$ cat src/rtl/branch_resolve_unit.sv
`default_nettype none
// ============================================================================
//  Module      : branch_resolve_unit
//  Description : EX-side branch resolution. Keeps an in-order queue of the
//                predictions made at fetch, pairs each EX resolution with the
//                oldest one, flags mispredicts, drives the predictor update
//                port and the pipeline flush/redirect.
//  Revision    : 1.0 - initial release
// ============================================================================
module branch_resolve_unit #(
    parameter int XLEN        = 32,
    parameter int QUEUE_DEPTH = 4,
    parameter int CNT_WIDTH   = 32
) (
    input  logic                 clk,
    input  logic                 reset,
    // prediction records from fetch
    input  logic                 push_valid,
    input  logic [XLEN-1:0]      push_pc,
    input  logic                 push_pred_taken,
    input  logic [XLEN-1:0]      push_pred_target,
    output logic                 push_ready,
    // resolutions from execute
    input  logic                 res_valid,
    input  logic [XLEN-1:0]      res_pc,
    input  logic                 res_taken,
    input  logic [XLEN-1:0]      res_target,
    input  logic                 res_is_branch,
    input  logic                 ext_flush,
    // predictor update port
    output logic                 update_en,
    output logic [XLEN-1:0]      update_pc,
    output logic                 actual_taken,
    output logic [XLEN-1:0]      actual_target,
    output logic                 is_branch,
    // pipeline control
    output logic                 mispredict_flush,
    output logic [XLEN-1:0]      redirect_pc,
    // performance counters
    output logic [CNT_WIDTH-1:0] resolve_count,
    output logic [CNT_WIDTH-1:0] mispredict_count
);

    localparam int                 c_PW       = $clog2(QUEUE_DEPTH);
    localparam logic [c_PW:0]      c_DEPTH    = QUEUE_DEPTH[c_PW:0];
    localparam logic [c_PW:0]      c_CNT_ONE  = {{c_PW{1'b0}}, 1'b1};
    localparam logic [c_PW-1:0]    c_PTR_ONE  = {{(c_PW-1){1'b0}}, 1'b1};
    localparam logic [CNT_WIDTH-1:0] c_PERF_ONE = {{(CNT_WIDTH-1){1'b0}}, 1'b1};
    localparam logic [XLEN-1:0]    c_FOUR     = {{(XLEN-3){1'b0}}, 3'b100};

    // prediction storage
    logic [XLEN-1:0] r_q_pc     [QUEUE_DEPTH];
    logic            r_q_taken  [QUEUE_DEPTH];
    logic [XLEN-1:0] r_q_target [QUEUE_DEPTH];

    logic [c_PW-1:0] r_rd_ptr;
    logic [c_PW-1:0] r_wr_ptr;
    logic [c_PW:0]   r_count;

    logic            w_empty;
    logic            w_match;
    logic            w_mispredict;
    logic            w_res_acc;
    logic            w_push;
    logic            w_pop;
    logic            w_clear;
    logic [XLEN-1:0] w_redirect;

    // queue status, head comparison and per-cycle decisions
    always_comb begin
        push_ready   = (r_count != c_DEPTH);
        w_empty      = (r_count == '0);
        w_match      = !w_empty && (r_q_pc[r_rd_ptr] == res_pc);
        // an unmatched resolution means the fetch stream is off the rails
        w_mispredict = !w_match
                     || (r_q_taken[r_rd_ptr] != res_taken)
                     || (res_taken && (r_q_target[r_rd_ptr] != res_target));
        w_res_acc    = res_valid && !ext_flush;
        w_clear      = ext_flush || (w_res_acc && w_mispredict);
        w_pop        = w_res_acc && !w_mispredict;
        // a push alongside any clear is wrong-path and discarded
        w_push       = push_valid && push_ready && !w_clear;
        w_redirect   = res_taken ? res_target : (res_pc + c_FOUR);
    end

    // entry payload write; stale slots are never read because count gates them
    always_ff @(posedge clk) begin
        if (w_push && !reset) begin
            r_q_pc[r_wr_ptr]     <= push_pc;
            r_q_taken[r_wr_ptr]  <= push_pred_taken;
            r_q_target[r_wr_ptr] <= push_pred_target;
        end
    end

    // pointer and occupancy bookkeeping
    always_ff @(posedge clk) begin
        if (reset || w_clear) begin
            r_rd_ptr <= '0;
            r_wr_ptr <= '0;
            r_count  <= '0;
        end else begin
            if (w_push) begin
                r_wr_ptr <= r_wr_ptr + c_PTR_ONE;
            end
            if (w_pop) begin
                r_rd_ptr <= r_rd_ptr + c_PTR_ONE;
            end
            case ({w_push, w_pop})
                2'b10:   r_count <= r_count + c_CNT_ONE;
                2'b01:   r_count <= r_count - c_CNT_ONE;
                default: r_count <= r_count;
            endcase
        end
    end

    // registered update/flush outputs and performance counters
    always_ff @(posedge clk) begin
        if (reset) begin
            update_en        <= 1'b0;
            update_pc        <= '0;
            actual_taken     <= 1'b0;
            actual_target    <= '0;
            is_branch        <= 1'b0;
            mispredict_flush <= 1'b0;
            redirect_pc      <= '0;
            resolve_count    <= '0;
            mispredict_count <= '0;
        end else begin
            update_en        <= w_res_acc;
            mispredict_flush <= w_res_acc && w_mispredict;
            if (w_res_acc) begin
                update_pc     <= res_pc;
                actual_taken  <= res_taken;
                actual_target <= res_target;
                is_branch     <= res_is_branch;
                resolve_count <= resolve_count + c_PERF_ONE;
                if (w_mispredict) begin
                    mispredict_count <= mispredict_count + c_PERF_ONE;
                    redirect_pc      <= w_redirect;
                end
            end
        end
    end

endmodule
`default_nettype wire

$ cat config.mk
export PLATFORM = sky130hd
export DESIGN_NAME = branch_resolve_unit
export DESIGN_NICKNAME = d
export VERILOG_FILES = /design/src/rtl/branch_resolve_unit.sv
export SDC_FILE = /design/constraint.sdc
export NUM_CORES = 1
export LEC_CHECK = 0
export ABC_AREA = 0
export CORE_MARGIN = 5
export CORE_UTILIZATION = 48
export CTS_BUF_LIST = sky130_fd_sc_hd__clkbuf_4 sky130_fd_sc_hd__clkbuf_8
export CTS_CLUSTER_SIZE = 40
export DETAILED_ROUTE_END_ITERATION = 8
export PLACE_DENSITY = 0.84
export SYNTH_ARGS = -nofsm -noshare
export SYNTH_HDL_FRONTEND = slang
export SYNTH_SLANG_ARGS = --single-unit
$ cat constraint.sdc
create_clock -name clk -period 7.5 [get_ports clk]
set_input_delay 1.5 -clock clk [delete_from_list [all_inputs] [get_ports clk]]
set_output_delay 1.5 -clock clk [all_outputs]
set_load 0.03 [all_outputs]
Word level (Yosys, flattened, before mapping)

Memories as Yosys holds them, arrays and structs flattened. A register that Yosys moved wholly into a read port is not among the register bits.
Cells that the tools add are included.

Add/subtract/negate cells: 7
Equal/unequal tests: 6
Muxes and demuxes: 10
Reductions and logical operators: 21

Operator list:

| kind                                                | number |
|---|---|
| adder 32 x 1 -> 32 bit, second input constant       | 2 |
| adder 32 x 3 -> 32 bit, second input constant       | 1 |
| equality test 32 bit                                | 1 |
| 2-to-1 mux 32 bit                                   | 1 |
| != test 32 bit                                      | 1 |
| 2-to-1 mux 2 bit                                    | 6 |
| logical AND 1 bit                                   | 8 |
| logical NOT 1 bit                                   | 6 |
| one-hot mux 3 bit (2 select lines)                  | 1 |
| adder 2 x 1 -> 2 bit, second input constant         | 2 |
| logical OR 1 bit                                    | 4 |
| adder 3 x 1 -> 3 bit, second input constant         | 1 |
| logical NOT 3 bit                                   | 1 |
| != test 3 bit, second input constant                | 1 |
| subtractor 3 x 1 -> 3 bit, second input constant    | 1 |
| equality test 2 x 1 -> 1 bit, second input constant | 1 |
| equality test 2 bit, second input constant          | 1 |
| 2-to-1 mux 1 bit                                    | 2 |
| AND reduction 2 bit                                 | 1 |
| nonzero test 2 bit                                  | 1 |
| != test 1 bit                                       | 1 |

Register bits after elaboration: 171
RAM bits: 260
Input port bits: 136
Output and inout bits: 165
Logic and storage cells: 59
Memories: 3

Memories:

| name       | words | width | read ports | clocked after memory_dff | write ports | line | RTL |
|---|---|---|---|---|---|---|---|
| r_q_pc     | 4     | 32    | 1          | 1                        | 1           | 52   | `logic [XLEN-1:0] r_q_pc [QUEUE_DEPTH];` |
| r_q_target | 4     | 32    | 1          | 1                        | 1           | 54   | `logic [XLEN-1:0] r_q_target [QUEUE_DEPTH];` |
| r_q_taken  | 4     | 1     | 1          | 1                        | 1           | 53   | `logic r_q_taken [QUEUE_DEPTH];` |

Longest topological paths before layout

Gate-level depths: netlist of run 1.

Word-level depth: 13
Gate-level depth with buffers: 20
Depth with buffers taken out: 15

Least setup slack after synthesis of run 1

OpenSTA, ideal clock, no wires.

Kind: input to register
Start point: input res_pc[4]
End point: memory r_q_pc[0][0], enable pin
Library setup time: 0.488 ns
Data arrival time: 6.055 ns
Required time: 7.012 ns
Slack: 0.957 ns
Stages on the path: 11
Buffers on the path: 3
Cell sequence: clkbuf_1 inv_1 a22oi_1 o211ai_1 a2111oi_2 nand4_2 a21oi_4 buf_6 buf_6 o21ai_2 nor2_1

Longest elaborated chain between the ends: 12

RTL lines:

| what                                   | line | RTL |
|---|---|---|
| from (decl)                            | 25   | `input logic [XLEN-1:0] res_pc,` |
| equality test 32 bit                   | 73   | `w_match = !w_empty && (r_q_pc[r_rd_ptr] == res_pc);` |
| logical AND 1 bit                      | 73   |  |
| logical NOT 1 bit                      | 75   | `w_mispredict = !w_match` |
| logical OR 1 bit                       | 76   | `\|\| (r_q_taken[r_rd_ptr] != res_taken)` |
| logical OR 1 bit                       | 77   | `\|\| (res_taken && (r_q_target[r_rd_ptr] != res_target));` |
| logical AND 1 bit                      | 79   | `w_clear = ext_flush \|\| (w_res_acc && w_mispredict);` |
| logical OR 1 bit                       | 79   |  |
| logical NOT 1 bit                      | 82   | `w_push = push_valid && push_ready && !w_clear;` |
| logical AND 1 bit                      | 82   |  |
| logical AND 1 bit                      | 88   | `if (w_push && !reset) begin` |
| 2-to-1 mux 1 bit                       | 88   |  |
| 2-to-1 mux 1 bit (implied by the code) | 89   | `r_q_pc[r_wr_ptr] <= push_pc;` |
| to (decl)                              | 52   |  |

No other way between the ends.

==> out/results.txt, run 1 <==
Total track usage -> 24.78%
Htree depth -> 3
Worst Setup End Kind -> register
Die Height -> 207.2 um
Most frequent cells in the layout -> 298 x clkdlybuf4s50_1, 260 x edfxtp_1, 203 x nand2_1
Die Area -> 42920 sq um
PortBufs -> 300
Area grow syn2layout -> 25.57%
Max cap viols -> 0
Final slew viol count -> 0
GPL Wtd Cong -> 0.9259
Routed WL per cell -> 22.95 um
Starting Density -> 48.39%
DRC viols -> 0
Min Tclk post-route -> 4.923 ns
Post-synthesis cell area -> 18660 sq um
Commonest non-fill, non-tap cell in the layout -> clkdlybuf4s50_1
Syn nets -> 1688
Crit-path most repeated cell -> buf_4
Fill cells -> 2962
Core area -> 38560 sq um
Post-CTS Setup Inserts -> 0
Pre-CTS WS -> 2.159 ns
Vias/cell -> 5.827
Die Width -> 207.2 um
WL final -> 55430 um
Number of synthesized flops with an enable pin -> 260
Unique masters post-synth -> 73
Final Hold Viols -> 0
Inserted Clock Buffers -> 70
Final Skew -> 0.05968 ns
Leak -> 7.542 nW
Largest net degree at the start of global routing -> 122
FP Rows -> 72
CTS tree -> yes
Startpoint type of the worst setup path -> register
CP Cell Sequence -> buf_4 > mux4_1 > xor2_1 > a211o_1 > nor4_1 > nand4_2 > a21oi_4 > o21ai_2 > nor2_4 > buf_4
IO Count -> 301
HPWL Detailed -> 39570 um
CTS sink count -> 433
#FFs+latches synth -> 433
Setup WS post-layout -> 2.577 ns
Worst-Margin Slew -> 1.099 ns
Vias in the first global route -> 13.70k
CTS root buf -> clkbuf_8
Antenna-violating nets left -> 0
Max FO, Critical Path -> 42
DRT iter0 DRCs -> 1396
Clock Path Buffers -> 3
Slew margin rel. -> 26.71%
Top cells by area, synth -> edfxtp_1 42%, dfxtp_1 19%, mux4_2 5.8%
Layout cells sized above 1 -> 11.37%
Max stage delay cell, worst path -> dfxtp_4
Ys async rst share -> 0%
Clk pin slew, worst setup/hold paths -> 0.06 ns
Final setup viols -> 0
RSZ-0062 raised after global routing -> no
Via count -> 14.07k
Critical path data arrival time -> 5.19 ns
Setup TNS -> 0 ns
Max Fclk -> 203.1 MHz
Outcome -> completed
First-pass GRT wire length -> 82950 um
DRT Pass-1 Iters -> 6
Syn_area_per_cell -> 12.09 sq um
WP data required -> 7.77 ns
Max IR drop VDD -> 164.3 uV
Worst r2r path cells -> 10
Sequential area share after synthesis -> 60.40%
WHS Path Cells -> 2
Final period util -> 65.64%
Post-synth top flop -> edfxtp_1
Share of the synthesized area in the top cell type -> 41.84%
Worst min path class -> register to register
CP peak stage delay -> 0.80 ns
Post-synth top area cell -> edfxtp_1
CTS resizes -> 0
Cells after Synth -> 1543
Final nets -> 1983
Skew-Pair Late Insertion Delay -> 0.64 ns
CTS hold repair buffers -> 0
Initial antenna violation count -> 9
Power Density -> 215.5 nW/um^2
Critical path class -> register to register
Ys Warns -> 0
GR Overflow Total -> 0
power by group:
| group | leakage (nW) | switching [W] | total (W) | internal, W |
|---|---|---|---|---|
| Combinational | 3.06 | 0.000256 | 0.000426 | 0.000170 |
| Sequential | 3.75 | 0.0000194 | 0.00258 | 0.00256 |
| Clock | 0.729 | 0.000932 | 0.00205 | 0.00111 |
| Total | 7.54 | 0.00121 | 0.00505 | 0.00384 |
cells in the mapped netlist, drive strengths merged, types with 3 or more instances:
library cell,number
o22ai,4
a21oi,130
nand2,203
nor4b,3
nand4b,3
or3,18
nor2,90
ha,8
dfxtp,173
mux2,17
a22oi,4
o2111ai,9
nor3,12
a211oi,4
mux4,50
o211ai,3
xor2,36
buf,35
nand4,33
nand3,32
xnor2,75
nor4,15
and4,10
and3,13
clkbuf,59
inv,27
o31ai,13
or4,33
and2,5
o21ai,56
mux2i,30
nor2b,17
a2bb2oi,4
nor3b,5
or2,3
nand2b,23
edfxtp,260
registers in the layout, summed over array words and instances (netlist names), named ones only:
| name | flops |
|---|---|
| actual_taken | 1 |
| actual_target | 32 |
| is_branch | 1 |
| mispredict_count | 32 |
| mispredict_flush | 1 |
| r_count | 3 |
| r_q_pc | 128 |
| r_q_taken | 4 |
| r_q_target | 128 |
| r_rd_ptr | 2 |
| r_wr_ptr | 2 |
| redirect_pc | 32 |
| resolve_count | 32 |
| update_en | 1 |
| update_pc | 32 |
per-stage QoR:
stage	cells	cell area, sq um	utilization, %	total power (W)	hold slack, ns
floorplan	1543	18660	-	0.002817	0.4719
global placement	2284	22010	57.09	0.003036	0.4416
detailed placement	2284	22010	57.09	0.003046	0.4501
CTS	2409	23420	60.73	0.005088	0.4588
global route	2415	23430	60.77	0.005217	0.4784
finish	2415	23430	60.77	0.005049	0.4544
layout make-up:
class	instances	area (sq um)	area share, %
clock inverter	27	197.7	0.8437
clock buffer	98	1205	5.143
antenna	6	15.01	0.06408
multi-input combinational	989	6845	29.22
sequential	433	11280	48.14
inverter	27	101.3	0.4326
tap	518	648.1	2.766
timing repair buffer	317	3139	13.40
worst paths after layout:
path                 start       endpoint  slack (ns)
max reg2reg       register  r_q_pc[3][29]        2.58
min reg2reg  update_pc[28]  update_pc[28]        0.45
min          update_pc[28]  update_pc[28]        0.45
max               register  r_q_pc[3][29]        2.58
logic make-up (layout without fill, tap and decap cells):
logic type      Yosys count  in the layout  share of synthesized area [%]
simple gates            523            523                          13.99
flops                   433            433                          60.40
compound gates          249            249                          7.886
buf+inv                 121            469                          3.152
xor+xnor                111            111                          5.210
mux                      97             97                          8.711
fa+ha+maj                 9              9                         0.6438
other cells               0              6                              0
worst max-delay path, delay by kind of cell, from the launching register on:
| kind | cells | cell delay (ns) |
|---|---|---|
| xor+xnor | 1 | 0.18 |
| flops | 1 | 0.80 |
| mux | 1 | 0.46 |
| compound gates | 3 | 0.76 |
| buf+inv | 2 | 0.97 |
| simple gates | 3 | 1.32 |
routing by layer:
metal	vias up	wire (um)	track usage, %
met5	-	39	0
met4	6	2601	11.56
met3	157	5439	6.082
met2	812	25790	38.79
met1	6811	21560	32.79
li1	6285	-	-
No activity file was read; power rests on OpenSTA's default activity.
==> run 2: changes to the inputs <==
==> constraint.sdc (replaced) <==
create_clock -name clk -period 4.9 [get_ports clk]
set_input_delay 0.98 -clock clk [delete_from_list [all_inputs] [get_ports clk]]
set_output_delay 0.98 -clock clk [all_outputs]
set_load 0.03 [all_outputs]
==> run 2 against run 1 <==
Clock-buffer cell count increased by 10. Hold slack about the same. Cell area increased by 2.4%. Die area unchanged. Largest cell class unchanged. Largest power group unchanged. Routed wire length increased by 1.7%.
==> out/results.txt, run 2 (synthesized netlist as in run 1, its figures left out) <==
Outcome -> completed
Core area -> 38560 sq um (unchanged)
DRC viols -> 0 (unchanged)
Die Area -> 42920 sq um (unchanged)
DRT iter0 DRCs -> 1663 (+19%)
First-pass GRT wire length -> 84110 um (+1.4%)
Biggest regs -> r_q_pc: 128 flops, r_q_target: 128 flops
DRT Pass-1 Iters -> 7 (+1)
Min Tclk post-route -> 4.400 ns (-0.5229 ns)
Hold Path Origin -> update_pc[25]
Max FO, Critical Path -> 20 (-52%)
Skew-Pair Late Insertion Delay -> 0.64 ns (about the same)
P_sw -> 0.001877 W (+55%)
CTS tree -> yes
Max Fclk -> 227.3 MHz (+12%)
IO Count -> 301 (unchanged)
Final core occ -> 62.21% (+1.4 points)
Comb power frac -> 8.4% (about the same)
Fill cells -> 2878 (-2.8%)
HPWL Detailed -> 40230 um (+1.7%)
Switching Share -> 23.48% (-0.44 points)
Commonest non-fill, non-tap cell in the layout -> clkdlybuf4s50_1
CP peak stage delay -> 0.57 ns (-0.23 ns)
Worst-Margin Slew -> 0.9493 ns (-0.1500 ns)
WL final -> 56370 um (+1.7%)
Final slew viol count -> 0 (unchanged)
Clock power share -> 42.2% (+1.7 points)
Power Density -> 333.3 nW/um^2 (+55%)
Critical path class -> register to register
FP Rows -> 72 (unchanged)
Final Hold Viols -> 0 (unchanged)
Vias/cell -> 5.743 (-1.4%)
R2R Setup Slk -> 0.50 ns (-2.08 ns)
Worst min path class -> register to register
CTS sink count -> 433 (unchanged)
Largest net degree at the start of global routing -> 100 (-18%)
Slew margin rel. -> 36.71% (+10 points)
Startpoint type of the worst setup path -> register
Most frequent cells in the layout -> 298 x clkdlybuf4s50_1, 260 x edfxtp_1, 203 x nand2_1
Area grow syn2layout -> 28.55%
Via count -> 14.15k (+0.56%)
WP data required -> 5.36 ns (-2.41 ns)
Buffers plus inverters on the worst setup path -> 2 (unchanged)
Placed instance area -> 22400 sq um (+1.8%)
Total track usage -> 25.32% (+0.54 points)
Die Height -> 207.2 um (unchanged)
Setup TNS -> 0 ns (unchanged)
Placed Cells -> 2324 (+1.8%)
Power Total -> 0.007995 W (+58%)
Critical path data arrival time -> 4.86 ns (-0.33 ns)
Sequential Power Share -> 49.3% (-1.7 points)
Antenna-violating nets left -> 0 (unchanged)
Max stage delay cell, worst path -> dfxtp_4
Layout cells sized above 1 -> 14.08% (+2.7 points)
Vias in the first global route -> 13.92k (+1.6%)
Routed WL per cell -> 22.88 um (-0.32%)
CP delay by family, top -> simple AND/OR/NAND/NOR gates
Inserted Clock Buffers -> 73 (+4.3%)
Max IR drop VDD -> 244.4 uV (+49%)
GPL Wtd Cong -> 0.9672 (+4.5%)
CP Cell Sequence -> buf_4 > mux4_2 > xnor2_1 > nand2_1 > nor4_1 > nand4_2 > a21oi_4 > nor2_2 > or3b_1 > ha_1 > inv_1 > fa_1 > xor2_1 > nor2_1 > xnor2_1 > nor2_1
Post-route cell area -> 23990 sq um (+2.4%)
Max cap viols -> 0 (unchanged)
CTS hold repair buffers -> 0 (unchanged)
Htree depth -> 3 (unchanged)
Initial antenna violation count -> 10 (+1)
Clk pin slew, worst setup/hold paths -> 0.06 ns (about the same)
Final non-filler cell total -> 2464 (+2.0%)
Total internal power -> 0.006118 W (+59%)
Leak -> 7.869 nW (+4.3%)
Die Width -> 207.2 um (unchanged)
PortBufs -> 300 (unchanged)
Final period util -> 89.80% (+24 points)
Starting Density -> 48.39% (unchanged)
Worst Setup End Kind -> register
CTS root buf -> clkbuf_8
Final Skew -> 0.04826 ns (-0.01142 ns)
RSZ-0062 raised after global routing -> no
Clock Path Buffers -> 3 (unchanged)
GR Overflow Total -> 0 (unchanged)
Final setup viols -> 0 (unchanged)
Final nets -> 2027 (+2.2%)
## run 2: cell types whose count changed in the layout (fill, tap and decap cells not counted), moves of 3 or more
cell,before,now
buf_12,1,9
clkinvlp_4,3,0
clkinv_2,2,11
clkinv_1,16,6
clkbuf_8,75,85
buf_4,16,49
## run 2: what timing repair did
item	4_1_cts	5_1_grt
gates resized for setup	0	0
endpoints found under the setup margin	0	1
setup buffers	0	1
## run 2: worst paths after layout
path | depth (start not counted) | end
max reg2reg | 16 | r_count[2]
min reg2reg | 2 | update_pc[25]
max | 16 | r_count[2]
min | 2 | update_pc[25]
## run 2: layout make-up
cell class / count / area [sq um] / area share, %
multi-input cells: 989 / 6845 / 28.54
repair buffers: 358 / 3547 / 14.79
clock inverters: 24 / 205.2 / 0.8555
clock buffers: 108 / 1343 / 5.597
diodes: 7 / 17.52 / 0.07303
inverters: 27 / 101.3 / 0.4225
well taps: 518 / 648.1 / 2.702
flip-flops and latches: 433 / 11280 / 47.02
## run 2: through the flow
step	hold WS [ns]	worst slack [ns]
2_1_floorplan	0.4719	-0.05282
3_3_place_gp	0.4424	0.07339
4_1_cts	0.4537	0.3299
5_1_grt	0.4714	0.1847
3_5_place_dp	0.4453	0.04101
6_report	0.4547	0.4997
## run 2: worst reg2reg max path, stage by stage (launching register included)
cell and delay, ns:
dfxtp_4 0.57, buf_4 0.28, mux4_2 0.54, xnor2_1 0.19
nand2_1 0.15, nor4_1 0.45, nand4_2 0.35, a21oi_4 0.29
nor2_2 0.17, or3b_1 0.40, ha_1 0.23, inv_1 0.08
fa_1 0.18, xor2_1 0.15, nor2_1 0.06, xnor2_1 0.14
nor2_1 0.05
## run 2: per-layer routing
| metal | vias to the layer above | track usage, % | wire (um) |
|---|---|---|---|
| li1 | 6389 | - | - |
| met5 | - | 0 | 39 |
| met3 | 162 | 6.793 | 5476 |
| met2 | 749 | 39.70 | 26380 |
| met4 | 6 | 12.47 | 2817 |
| met1 | 6844 | 32.81 | 21660 |
## run 2: power groups by stage
stage / Sequential [W] / Combinational (W) / Clock (W)
2_1_floorplan: 0.00410 / 0.000214 / 0
3_3_place_gp: 0.00402 / 0.000652 / 0
3_5_place_dp: 0.00402 / 0.000663 / 0
4_1_cts: 0.00394 / 0.000666 / 0.00344
5_1_grt: 0.00395 / 0.000708 / 0.00361
6_report: 0.00395 / 0.000673 / 0.00338
